`config.mk`:
```
export PLATFORM = sky130hd
export DESIGN_NAME = rx_display
export DESIGN_NICKNAME = d
export VERILOG_FILES = /design/src/rtl/rx_display.sv
export SDC_FILE = /design/constraint.sdc
export NUM_CORES = 1
export LEC_CHECK = 0
export CAP_MARGIN = 20
export CORE_ASPECT_RATIO = 1.2
export CORE_MARGIN = 2
export CORE_UTILIZATION = 47
export DETAILED_ROUTE_END_ITERATION = 10
export PLACE_DENSITY = 0.73
export SYNTH_ARGS = -nofsm -noshare
export SYNTH_HDL_FRONTEND = slang
export SYNTH_SLANG_ARGS = --single-unit
```
`constraint.sdc`:
```
create_clock -name clk -period 1.9 [get_ports clk]
set_input_delay 0.475 -clock clk [delete_from_list [all_inputs] [get_ports clk]]
set_output_delay 0.475 -clock clk [all_outputs]
set_load 0.01 [all_outputs]
```
`src/rtl/rx_display.sv`:
```
// Recovers a 3-digit value by snooping a multiplexed 7-segment display scan (U -> D -> C).
// Optional stall timeout enabled by defining RX_DISPLAY_TIMEOUT_EN.
module rx_display #(
  parameter int TIMEOUT = 64
) (
  input  logic       clk,
  input  logic       reset,
  input  logic [2:0] enable,
  input  logic [6:0] segmentos,
  output logic [4:0] u,
  output logic [4:0] d,
  output logic [4:0] c,
  output logic       valid,
  output logic       err
);

  localparam logic [4:0] BLANK = 5'b10001;

  typedef enum logic [1:0] {SYNC, WAIT_D, WAIT_C, WAIT_U} state_t;

  state_t     state, state_nx;
  logic [2:0] en_s;
  logic [6:0] seg_s;
  logic [4:0] u_cap, d_cap;
  logic       frame_bad;

  logic [4:0] code;
  logic       code_bad;
  logic       slot_u, slot_d, slot_c, idle, proto_err;
  logic       cap_u, cap_d, cap_c, seq_err;
  logic       frame_bad_now, pub_ok, pub_bad;
  logic       tmo, tmo_err;

  always_comb begin
    code     = BLANK;
    code_bad = 1'b0;
    case (seg_s)
      7'h3F: code = 5'd0;
      7'h06: code = 5'd1;
      7'h5B: code = 5'd2;
      7'h4F: code = 5'd3;
      7'h66: code = 5'd4;
      7'h6D: code = 5'd5;
      7'h7D: code = 5'd6;
      7'h07: code = 5'd7;
      7'h7F: code = 5'd8;
      7'h6F: code = 5'd9;
      7'h00: code = BLANK;
      default: code_bad = 1'b1;
    endcase
  end

  assign slot_u    = (en_s == 3'b001);
  assign slot_d    = (en_s == 3'b010);
  assign slot_c    = (en_s == 3'b100);
  assign idle      = (en_s == 3'b000);
  assign proto_err = !(slot_u || slot_d || slot_c || idle);

  // A held slot keeps the FSM in the state it moved to, so only the first cycle captures.
  always_comb begin
    state_nx = state;
    cap_u    = 1'b0;
    cap_d    = 1'b0;
    cap_c    = 1'b0;
    seq_err  = 1'b0;
    if (proto_err) begin
      seq_err = 1'b1;
    end else begin
      case (state)
        SYNC:   cap_u = slot_u;
        WAIT_D: begin cap_d = slot_d; seq_err = slot_c; end
        WAIT_C: begin cap_c = slot_c; seq_err = slot_u; end
        WAIT_U: begin cap_u = slot_u; seq_err = slot_d; end
        default: ;
      endcase
    end
    if (cap_u)        state_nx = WAIT_D;
    else if (cap_d)   state_nx = WAIT_C;
    else if (cap_c)   state_nx = WAIT_U;
    else if (seq_err) state_nx = SYNC;
    if (tmo)          state_nx = SYNC;
  end

`ifdef RX_DISPLAY_TIMEOUT_EN
  logic [15:0] tmo_cnt;

  assign tmo     = !(cap_u || cap_d || cap_c) && (tmo_cnt == 16'(TIMEOUT - 1));
  assign tmo_err = tmo && (state != SYNC);

  always_ff @(posedge clk) begin
    if (reset || cap_u || cap_d || cap_c || tmo) tmo_cnt <= '0;
    else                                         tmo_cnt <= tmo_cnt + 16'd1;
  end
`else
  assign tmo     = 1'b0;
  assign tmo_err = 1'b0;
`endif

  assign frame_bad_now = frame_bad || code_bad;
  assign pub_ok        = cap_c && !frame_bad_now;
  assign pub_bad       = cap_c && frame_bad_now;

  always_ff @(posedge clk) begin
    if (reset) begin
      en_s      <= '0;
      seg_s     <= '0;
      state     <= SYNC;
      u_cap     <= BLANK;
      d_cap     <= BLANK;
      frame_bad <= 1'b0;
      u         <= BLANK;
      d         <= BLANK;
      c         <= BLANK;
      valid     <= 1'b0;
      err       <= 1'b0;
    end else begin
      en_s  <= enable;
      seg_s <= segmentos;
      state <= state_nx;
      valid <= pub_ok;
      err   <= seq_err || pub_bad || tmo_err;
      if (cap_u) begin
        u_cap     <= code;
        frame_bad <= code_bad;
      end
      if (cap_d) begin
        d_cap     <= code;
        frame_bad <= frame_bad_now;
      end
      if (pub_ok) begin
        u <= u_cap;
        d <= d_cap;
        c <= code;
      end
    end
  end

endmodule

```
; Yosys cells after proc, flatten, opt, wreduce, memory -nomap -nowiden
; Cells that the tools add are included.
[totals]
regBits = 40
in_bits = 12
out_inout_bits = 17
wordCells = 61
[classes]
eq_ne = 16
mux = 16
reduce_logical = 17
[op_table]
columns = cell, n
row1 = $pmux W5 S10, 1
row2 = $eq A7 B7 Y1 const B, 7
row3 = $eq A7 B3 Y1 const B, 2
row4 = $mux W1, 11
row5 = $reduce_or A11 Y1, 1
row6 = $eq A7 B6 Y1 const B, 1
row7 = $logic_not A7 Y1, 1
row8 = $mux W2, 3
row9 = $logic_or A1 B1 Y1, 5
row10 = $eq A2 B2 Y1 const B, 2
row11 = $reduce_bool A4 Y1, 1
row12 = $reduce_or A2 Y1, 2
row13 = $eq A3 B1 Y1 const B, 1
row14 = $eq A3 B2 Y1 const B, 1
row15 = $eq A3 B3 Y1 const B, 1
row16 = $logic_not A3 Y1, 1
row17 = $pmux W1 S3, 1
row18 = $reduce_bool A3 Y1, 1
row19 = $eq A2 B1 Y1 const B, 1
row20 = $logic_and A1 B1 Y1, 2
row21 = $logic_not A2 Y1, 1
row22 = $reduce_bool A2 Y1, 1
row23 = $logic_not A1 Y1, 1

; Depth between registers and ports, before layout
[logic_depth]
word_depth = 9
mapped_depth = 7
depth_no_buf = 7

; Worst setup path after synthesis
; No wires, ideal clock.
[synth_path]
kind = reg2reg
startpoint = reg seg_s[1]
endpoint = reg c[2]
setup_ns = 0.121
t_arrival_ns = 1.778
required_ns = 1.779
slack_ns = 0.001
path_stages_with_launch = 7
n_path_buf = 1
period_less_slack_ns = 1.899
cell_sequence = dfxtp_1 buf_4 or4b_4 o32ai_4 a211oi_4 a211o_1 mux2_4
[synth_between]
elab_chain_cells = 6
elab_cells_between_ends = 17
cone_classes = eq/ne (10) / mux (2) / reduce/logical (5)
[synth_rtl]
columns = element, line_no
row1 = "start, declared", 23  ; logic [6:0] seg_s;
row2 = "start signal, assigned", 118  ; seg_s <= segmentos;
row3 = "$eq A7 B7 Y1, or another cell as far along", 37  ; case (seg_s)
row4 = $reduce_or A11 Y1 (no line), n/a
row5 = $mux W1, 37
row6 = $logic_or A1 B1 Y1, 99  ; assign frame_bad_now = frame_bad || code_bad;
row7 = $logic_not A1 Y1, 100  ; assign pub_ok = cap_c && !frame_bad_now;
row8 = $logic_and A1 B1 Y1, 100
row9 = "end signal, assigned", 133  ; c <= code;
row10 = "end, declared", 12  ; output logic [4:0] c,
; Several ways; a longest one is shown, not always the timed one.
; A chain may end at the register's enable or synchronous reset.

; Worst setup path after layout
[layout_path]
startpoint = reg seg_s[4]
endpoint = reg c[1]
; Same word-level chain as after synthesis.

==> out/metrics.cfg <==
[worst_setup_path]
crit_path_cell_trace=or4b_4 -> o32ai_4 -> a211oi_4 -> a211oi_4 -> mux2_1
critical_path_peak_fanout=3
critPathLaunchType=flop
worstRegToRegCells=5
worst_r2r_endpoint=c[1]
critPathMaxStageDelay_ns=0.56
crit_slowest_cell=sky130_fd_sc_hd__or4b_4
setup.worst_path.start=seg_s[4]
rr_startpoint=seg_s[4]
crit_arrival_ns=2.04
cp-end-kind=flop
timing.reg2reg.setup_slack_ns=0.04
crit_type=reg -> reg
worst_path_most_repeated_cell=sky130_fd_sc_hd__a211oi_4
cp.required_ns=2.08

[layout]
antenna_cells_inserted=0
synthToLayoutAreaGrowth_pct=29.1
share_of_layout_cells_above_drive_strength_1_pct=14.9
final_net_count=244
post_layout_nonfiller_instances=280

[synth]
syn-mean-instance-area_um2=9.67
yosys.area.top_type_share_pct=43.6
synth.distinct_cells=40
synth_top_cells_by_area=sky130_fd_sc_hd__dfxtp_1 44%, sky130_fd_sc_hd__mux2i_1 8.7%, sky130_fd_sc_hd__nand2b_1 6.1%, sky130_fd_sc_hd__nor2b_1 5.8%, sky130_fd_sc_hd__nor2_1 4.7%
synth_top_cells_by_count=40 x sky130_fd_sc_hd__dfxtp_1, 23 x sky130_fd_sc_hd__nor2_1, 18 x sky130_fd_sc_hd__nand2b_1
async_reset_ff_share_pct=0
synth_top_area_cell=sky130_fd_sc_hd__dfxtp_1
synth_edf_count=0
synth.ff_latch_count=40
seq_area_frac_synth_pct=43.6
synth_most_common_cell=sky130_fd_sc_hd__dfxtp_1
mappedNetlistNets=206
synth-warning-count=0
cell_area_after_technology_mapping_um2=1840
synthesis.instances=190
synth_flop_cell=sky130_fd_sc_hd__dfxtp_1

[timing]
max_slew_margin_pct=65.0
hold_viol=0
timing.fmax_ghz=0.537
grt_setup_unrepaired=yes
final-setup-viol-count=0
fin_setup_tns_ns=0
drv_slew=0
period_minus_slack_ns=1.86
hold-worst-slack_ns=0.474
skew_ns=0.00400
period_share_pct=98.0
worst_pin_slew_ns=0.524

[routing]
drtPass1Iterations=4
detail_route.wl_per_cell_um=12.7
drt_drc_violations_left=0
via_count=1486
routed_via_density=5.31
detail-route-antenna-nets=0
drt_first_iter_violations=46
routed_wl_mm=3.55

[global_routing]
first_global_vias=1422
number_of_antenna_violations_at_the_first_check_in_global_routing=0
wire_length_of_the_first_global_routing_pass_mm=5.94
globalRouteOverflowTotal=0
largest_net_degree_at_the_start_of_global_routing=39
grt_usage_pct=17.9

[clocking]
cts_buffer_depth=2
h_tree_levels=2
clock_insertion_delay_worst_skew_ns=0.29
cts_hold_buf=0
clkSinkCount=40
cts_tree=done
cts-buffers-inserted=5
root_buffer=sky130_fd_sc_hd__clkbuf_8
cts.clk_slew.worst_paths_ns=0.07

[floorplanning]
core-area_um2=3690
die_y_um=72.5
std_cell_rows=24
fp.dieArea_um2=4430
initial_core_util_pct=49.8
die_w_um=61.1
pin_count=29

[min_path]
min_delay_path_depth=2
hold_path_end=d[2]
min_from=d[2]
worstHoldPathType=reg -> reg

[placement]
dpl.hpwl_mm=2.59
io_buffers=28
dp_cells=272
gp_congestion=0.908

[power]
irDropWorstVdd_mv=0.445
total_leakage_power_nw=0.846
power_density_nw_per_um2=653

[flow_run]
drv.max_cap_violation_count=0

[status]
run_status=complete, no violations

## worst max-delay path by stage
stage | slack, ns | end
finish | 0.04 | c[1]
global route | -0.08 | u[1]
CTS | -0.01 | u[1]
detailed placement | -0.09 | u[1]
global placement | 0.09 | d[3]
floorplan | 0.001 | c[2]
## layout make-up
cell class / count / area [um^2]
fillers: 305 / 1320
multi-input cells: 136 / 1010
flip-flops and latches: 40 / 805
repair buffers: 42 / 405
clock buffers: 6 / 72.6
well taps: 52 / 65.1
inverters: 3 / 11.3
clock inverters: 1 / 5.00
## report_power, final
part,internal (W),switching [W],total [W],leakage (nW)
sequential,0.000860,0.0000248,0.000885,0.327
combinational,0.0000817,0.0000669,0.000149,0.478
clock,0.000249,0.000267,0.000517,0.0410
total,0.00119,0.000359,0.00155,0.846
## per-stage QoR
stage | worst slack, ns | utilization [%] | area [um^2] | power, W
after floorplan | 0.00127 | - | 1840 | 0.000984
after global placement | 0.0873 | 60.8 | 2250 | 0.00103
after detailed placement | -0.0925 | 60.8 | 2250 | 0.00104
after CTS | -0.0136 | 63.4 | 2340 | 0.00156
after global routing | -0.0785 | 64.2 | 2370 | 0.00162
final | 0.0371 | 64.2 | 2370 | 0.00155
## what timing repair did
action,4_1_cts,5_1_grt
cloned,0,0
pin swaps,4,5
gates resized for setup,7,3
buffers inserted,0,1
setup endpoints to repair,17,16
## state kept, by name, indices dropped and copies added (netlist names)
name,count
err,1
state,2
u_cap,5
d,5
en_s,3
valid,1
d_cap,5
c,5
seg_s,7
u,5
frame_bad,1
## routing by layer
metal | part of all wire [%] | track usage (%)
met1 | 39 | 19.1
met4 | 3.6 | 9.66
met2 | 52 | 30.4
met5 | 0 | 0
met3 | 4.7 | 5.53
## cell families (layout without fill, tap and decap cells)
kind of cell,Yosys count,after routing,share of synthesized area (%)
AND/OR/NAND/NOR,80,80,23.9
flip-flops,40,40,43.6
AO/OA/AOI/OAI,32,32,15.2
multiplexers,18,18,10.1
buffers and inverters,14,52,3.54
adder cells (fa/ha/maj),4,4,2.72
XOR/XNOR,2,2,0.953
## cell usage in the layout (no fill, tap or decap), types with 5 or more instances in the layout
cell | synthesis | final
sky130_fd_sc_hd__a211oi_1 | 5 | 5
sky130_fd_sc_hd__a21oi_1 | 7 | 7
sky130_fd_sc_hd__buf_4 | 1 | 11
sky130_fd_sc_hd__clkbuf_8 | 0 | 5
sky130_fd_sc_hd__clkdlybuf4s50_1 | 0 | 28
sky130_fd_sc_hd__dfxtp_1 | 40 | 37
sky130_fd_sc_hd__mux2i_1 | 16 | 15
sky130_fd_sc_hd__nand2_1 | 6 | 6
sky130_fd_sc_hd__nand2b_1 | 18 | 18
sky130_fd_sc_hd__nor2_1 | 23 | 23
sky130_fd_sc_hd__nor2b_1 | 17 | 17
## worst max-delay path, delay by kind of cell (launching register included)
family / cells / cell delay [ns]
AOI/OAI and AO/OA: 3 / 0.54
and+or+nand+nor: 1 / 0.56
DFF: 1 / 0.31
muxes: 1 / 0.35
Power figures use the tool's default switching activity.
==> RTL change 1, RTL diff (same flow settings) <==
Re-encode `state_t` (4 states) as one-hot, 4 bits wide.
--- a/src/rtl/rx_display.sv
+++ b/src/rtl/rx_display.sv
@@ -18,3 +18,3 @@
 
-  typedef enum logic [1:0] {SYNC, WAIT_D, WAIT_C, WAIT_U} state_t;
+  typedef enum logic [3:0] {SYNC = 4'b0001, WAIT_D = 4'b0010, WAIT_C = 4'b0100, WAIT_U = 4'b1000} state_t;
 
Function: same outputs for any inputs over 10 cycles, from zero or initial values and one cycle with reset high; not proved beyond that.
==> RTL change 1 against the original RTL <==
  * Final cell count grew 7.1%
  * Largest cell class unchanged
  * Power is 13% higher
  * The flow now finishes with violations (setup timing)
  * Sequential cell count increased by 2
  * Cell area grew 4.0%
  * Clock skew increased by 0.0038 ns
  * Combinational power up 3%
  * Wire length rose by 3.9%
  * Worst setup slack worse by 0.14 ns
  * Area after synthesis rose by 0.68%
==> RTL change 1: results (changes against the original RTL) <==
violated checks setup timing; Via density 5.11 (was 5.31); syn nets 213 (was 206); Detailed Route WL 3690 µm (was 3550 µm); Static Leak 0.000885 µW (was 0.000846 µW); status finished, violations left (was complete, no violations); count of cell types in the netlist 43 (was 40); Crit Path Max Fanout 4 (was 3); Slowest Stage Delay on Critical Path 0.51 ns (was 0.56 ns); fill count 348 (was 305); VDD IR-drop max 0.765 mV (was 0.445 mV); met3 track demand over resource 5.32% (was 5.53%); vias in the first global route 1389 (was 1422); most common library cells after synthesis dfxtp_1 (42), nor2_1 (21), nand2b_1 (17) (was dfxtp_1 (40), nor2_1 (23), nand2b_1 (18)); first-pass GRT wire length 6150 µm (was 5940 µm); slowest stage cell, crit path or4b_1 (was or4b_4); post-synthesis sequential area ratio 45.4% (was 43.6%); r2r setup slk -0.11 ns (was 0.04 ns); Tot GR Track Use 18.6% (was 17.9%); Clock Skews 0.00778 ns (was 0.00400 ns); Setup WS pre-CTS -0.114 ns (was -0.0925 ns); fin worst setup slack -0.106 ns (was 0.0371 ns); Inst Count DP 290 (was 272); GPL Wtd Cong 0.876 (was 0.908); fraction of layout instances using a drive strength above 1 16.7% (was 14.9%); CP Data Arrival Time 2.19 ns (was 2.04 ns); # setup viols final 19 (was 0); Mapped Cells 201 (was 190); slew margin rel. 68.4% (was 65.0%)
RTL change 1: cell types whose count changed after synthesis, sizes merged, moves of 3 or more:
cell	change
nor2b	-6
o21ai	-4
mux2i	-5
nand2	+8
ha	-4
nand3	+4
nand3b	+3
RTL change 1: final timing paths:
check | from | to | cells past startpoint
max | seg_s[0] | c[3] | 5
min | d_cap[3] | d_cap[3] | 2
max reg2reg | seg_s[0] | c[3] | 5
min reg2reg | d_cap[3] | d_cap[3] | 2
RTL change 1: area by class of cell:
type,count,area (µm²),area share [%]
repair buffers,48,455,18.5
clock inverters,3,40.0,1.62
inverters,2,7.51,0.304
well taps,54,67.6,2.74
clock buffers,5,68.8,2.79
multi-input cells,146,985,39.9
flip-flops and latches,42,842,34.1
RTL change 1: timing repair:
action | in CTS | in global routing
gates resized for setup | 3 | 2
setup endpoints to repair | 19 | 24
buffers inserted | 1 | 1
RTL change 1: per-stage QoR:
step / util [%] / TNS, ns
after floorplan: - / -0.676
after global placement: 60.1 / -0.449
after detailed placement: 60.1 / -0.870
after CTS: 63.6 / -1.12
after global routing: 64.1 / -2.92
final: 64.1 / -1.09
RTL change 1: metal layers:
metal	up-vias	share of wire (%)
met4	0	2.4
li1	798	-
met5	-	0
met3	9	3.1
met2	29	48
met1	698	47
RTL change 1: power by group through the flow:
stage	clock (µW)	combinational, µW	sequential, µW
after global placement	0	146	935
after CTS	698	150	915
final	680	153	916
after detailed placement	0	147	936
after global routing	737	168	919
after floorplan	0	83.6	938
RTL change 1: cells by family after synthesis:
family | after synthesis | synth area share [%]
and+or+nand+nor | 98 | 29.1
AOI/OAI and AO/OA | 34 | 14.3
xor gates and xnor gates | 2 | 0.947
buffers and inverters | 13 | 3.45
muxes | 12 | 6.76
DFF | 42 | 45.4
==> RTL change 2, RTL diff (config.mk and constraints unchanged) <==
Without the edit above. Add an input register stage for `enable` and `segmentos`, cleared by the reset; this delays them by one clock.
--- a/src/rtl/rx_display.sv
+++ b/src/rtl/rx_display.sv
@@ -19,2 +19,15 @@
   typedef enum logic [1:0] {SYNC, WAIT_D, WAIT_C, WAIT_U} state_t;
+
+  logic [2:0] enable_q;
+  logic [6:0] segmentos_q;
+
+  always_ff @(posedge clk) begin
+    if (reset) begin
+      enable_q    <= '0;
+      segmentos_q <= '0;
+    end else begin
+      enable_q    <= enable;
+      segmentos_q <= segmentos;
+    end
+  end
 
@@ -116,4 +129,4 @@
     end else begin
-      en_s  <= enable;
-      seg_s <= segmentos;
+      en_s  <= enable_q;
+      seg_s <= segmentos_q;
       state <= state_nx;
Check against the original RTL: not equivalent (a bounded check fails within 4 cycles, from zero or initial values and one cycle with reset high).
==> RTL change 2 against the original RTL <==
  * Count of clock-buffer cells in the layout increased by 1
  * Core utilization down 0.92 points
  * Combinational power down 9%
  * Worst setup slack improved by 0.051 ns
  * Sequential cell count rose by 10
  * Synthesized cell count increased by 8.9%
  * Power is 15% higher
  * Critical endpoint is now d[2]
  * Via count increased by 6.5%
  * Sequential share of layout area increased by 4.3 points
  * Area after synthesis up 8.9%
  * Wire length up 8.3%
  * Cell area grew 11%
  * Clock power grew 8.7%
==> RTL change 2: results (changes against the original RTL) <==
Detailed Route WL 3840 µm (was 3550 µm); Synth area leaders dfxtp_1 (50%), nor2b_1 (7.2%), nor2_1 (4.1%) (was dfxtp_1 (44%), mux2i_1 (8.7%), nand2b_1 (6.1%)); Nets 269 (was 244); count of cell types in the netlist 40 (unchanged); dpl hpwl 2740 µm (was 2590 µm); Final Instance Count excl. Fillers 309 (was 280); slew margin rel. 68.8% (was 65.0%); met1 Resource Use GR 18.7% (was 19.1%); IO buf count 28 (unchanged); HP Start segmentos_q[0] (was d[2]); post-synthesis sequential area ratio 50.0% (was 43.6%); VDD IR-drop max 0.431 mV (was 0.445 mV); Worst-Skew Late Latency 0.30 ns; YS warnings 0 (unchanged); Setup WS pre-CTS -0.104 ns (was -0.0925 ns); Via density 5.12 (was 5.31); initial drt markers 55 (was 46); Clock Skews 0.00731 ns (was 0.00400 ns); Tot GR Track Use 17.3% (was 17.9%); n_diodes 0 (unchanged); Static Leak 0.00104 µW (was 0.000846 µW); most common library cells after synthesis dfxtp_1 (50), nor2b_1 (23), nor2_1 (22) (was dfxtp_1 (40), nor2_1 (23), nand2b_1 (18)); Crit Path Max Fanout 9 (was 3); Synth top area share 50.0% (was 43.6%); syn nets 223 (was 206); TritonRoute pass-1 iters 4 (unchanged); FF-to-FF Start state[1] (was seg_s[4]); Largest regs seg_s: 7 flops, segmentos_q: 7 flops; worst hold path type flip-flop to flip-flop (unchanged); Synth async-reset ratio 0% (unchanged); Critical Path Start Type flip-flop (unchanged); CTS Buffer Depth 2 (unchanged); fraction of layout instances using a drive strength above 1 19.4% (was 14.9%); CTS buffer count 5 (unchanged); status complete, no violations (unchanged); Inst Count DP 298 (was 272); CTS root buffer clkbuf_8 (unchanged); Clock transition at path regs 0.08 ns; Tmin final 1.81 ns (was 1.86 ns); GPL Wtd Cong 0.797 (was 0.908); placed cell area 2460 µm² (was 2250 µm²); largest net degree at the start of global routing 33 (was 39); maximum level of the CTS H-tree 2 (unchanged); GR Util met2 32.2% (was 30.4%); vias in the first global route 1527 (was 1422); Syn Area/Cell 9.67 µm² (about the same); CP Data Arrival Time 1.99 ns (was 2.04 ns); first-pass GRT wire length 6480 µm (was 5940 µm); met3 track demand over resource 4.87% (was 5.53%); initial antenna violation count 0 (unchanged)
[RTL change 2: cell count changes in the layout (fill, tap and decap cells not counted), moves of 4 or more]
| cell | delta |
|---|---|
| dfxtp_1 | +7 |
| mux2i_1 | -7 |
| nor2b_1 | +5 |
| nand2b_1 | -18 |
| nor3_1 | +5 |
| nand2_1 | +8 |
| buf_4 | +11 |
| o21ai_0 | +4 |
[RTL change 2: cell families (layout without fill, tap and decap cells)]
family	after synthesis	count (layout)	synth area share, %
DFF	50	50	50.0
adders and majority gates	4	4	2.50
muxes	8	8	4.00
AOI/OAI and AO/OA	38	38	13.3
and+or+nand+nor	88	88	25.4
xor gates and xnor gates	2	2	0.875
buffers and inverters	17	63	3.94
[RTL change 2: final timing paths]
| path | depth (start not counted) | to | slack [ns] |
|---|---|---|---|
| setup / recovery | 7 | d[2] | 0.09 |
| hold / removal | 1 | seg_s[0] | 0.44 |
| setup reg to reg | 7 | d[2] | 0.09 |
| hold reg to reg | 1 | seg_s[0] | 0.44 |
[RTL change 2: timing repair]
item / 4_1_cts / 5_1_grt
pin swaps: 5 / 3
setup endpoints to repair: 9 / 18
gates resized for setup: 4 / 11
setup buffers: 3 / 0
cloned: 1 / 0
[RTL change 2: area by class of cell]
| type | count | area (µm²) |
|---|---|---|
| Clock buffer | 7 | 76.3 |
| Fill cell | 381 | 1530 |
| Sequential cell | 50 | 1010 |
| Timing Repair Buffer | 52 | 485 |
| Inverter | 4 | 15.0 |
| Tap cell | 56 | 70.1 |
| Multi-Input combinational cell | 140 | 981 |
[RTL change 2: power by group]
| part | internal [µW] | leakage (µW) | switching, µW |
|---|---|---|---|
| combinational | 74.7 | 0.000587 | 60.9 |
| clock | 254 | 0.0000383 | 308 |
| sequential | 1070 | 0.000410 | 17.4 |
| total | 1400 | 0.00104 | 386 |
[RTL change 2: stage by stage]
stage	power, µW	hold WS, ns	utilization (%)
after CTS	1800	0.440	62.5
after global placement	1240	0.417	58.7
after detailed placement	1240	0.422	59.0
after floorplan	1190	0.414	-
final	1790	0.440	63.3
after global routing	1870	0.459	63.3
[RTL change 2: layer usage]
layer	wire length (µm)	vias up
met3	174	8
met4	79	0
met2	1980	41
met5	0	-
met1	1600	726
li1	-	807
[RTL change 2: critical path, stage by stage, from the launching register on]
cell and delay (ns):
dfxtp_1 0.39, ha_1 0.18, nor4bb_2 0.31, nor2b_2 0.28, o41ai_4 0.14, buf_8 0.18, mux2i_1 0.15, nor2_1 0.06
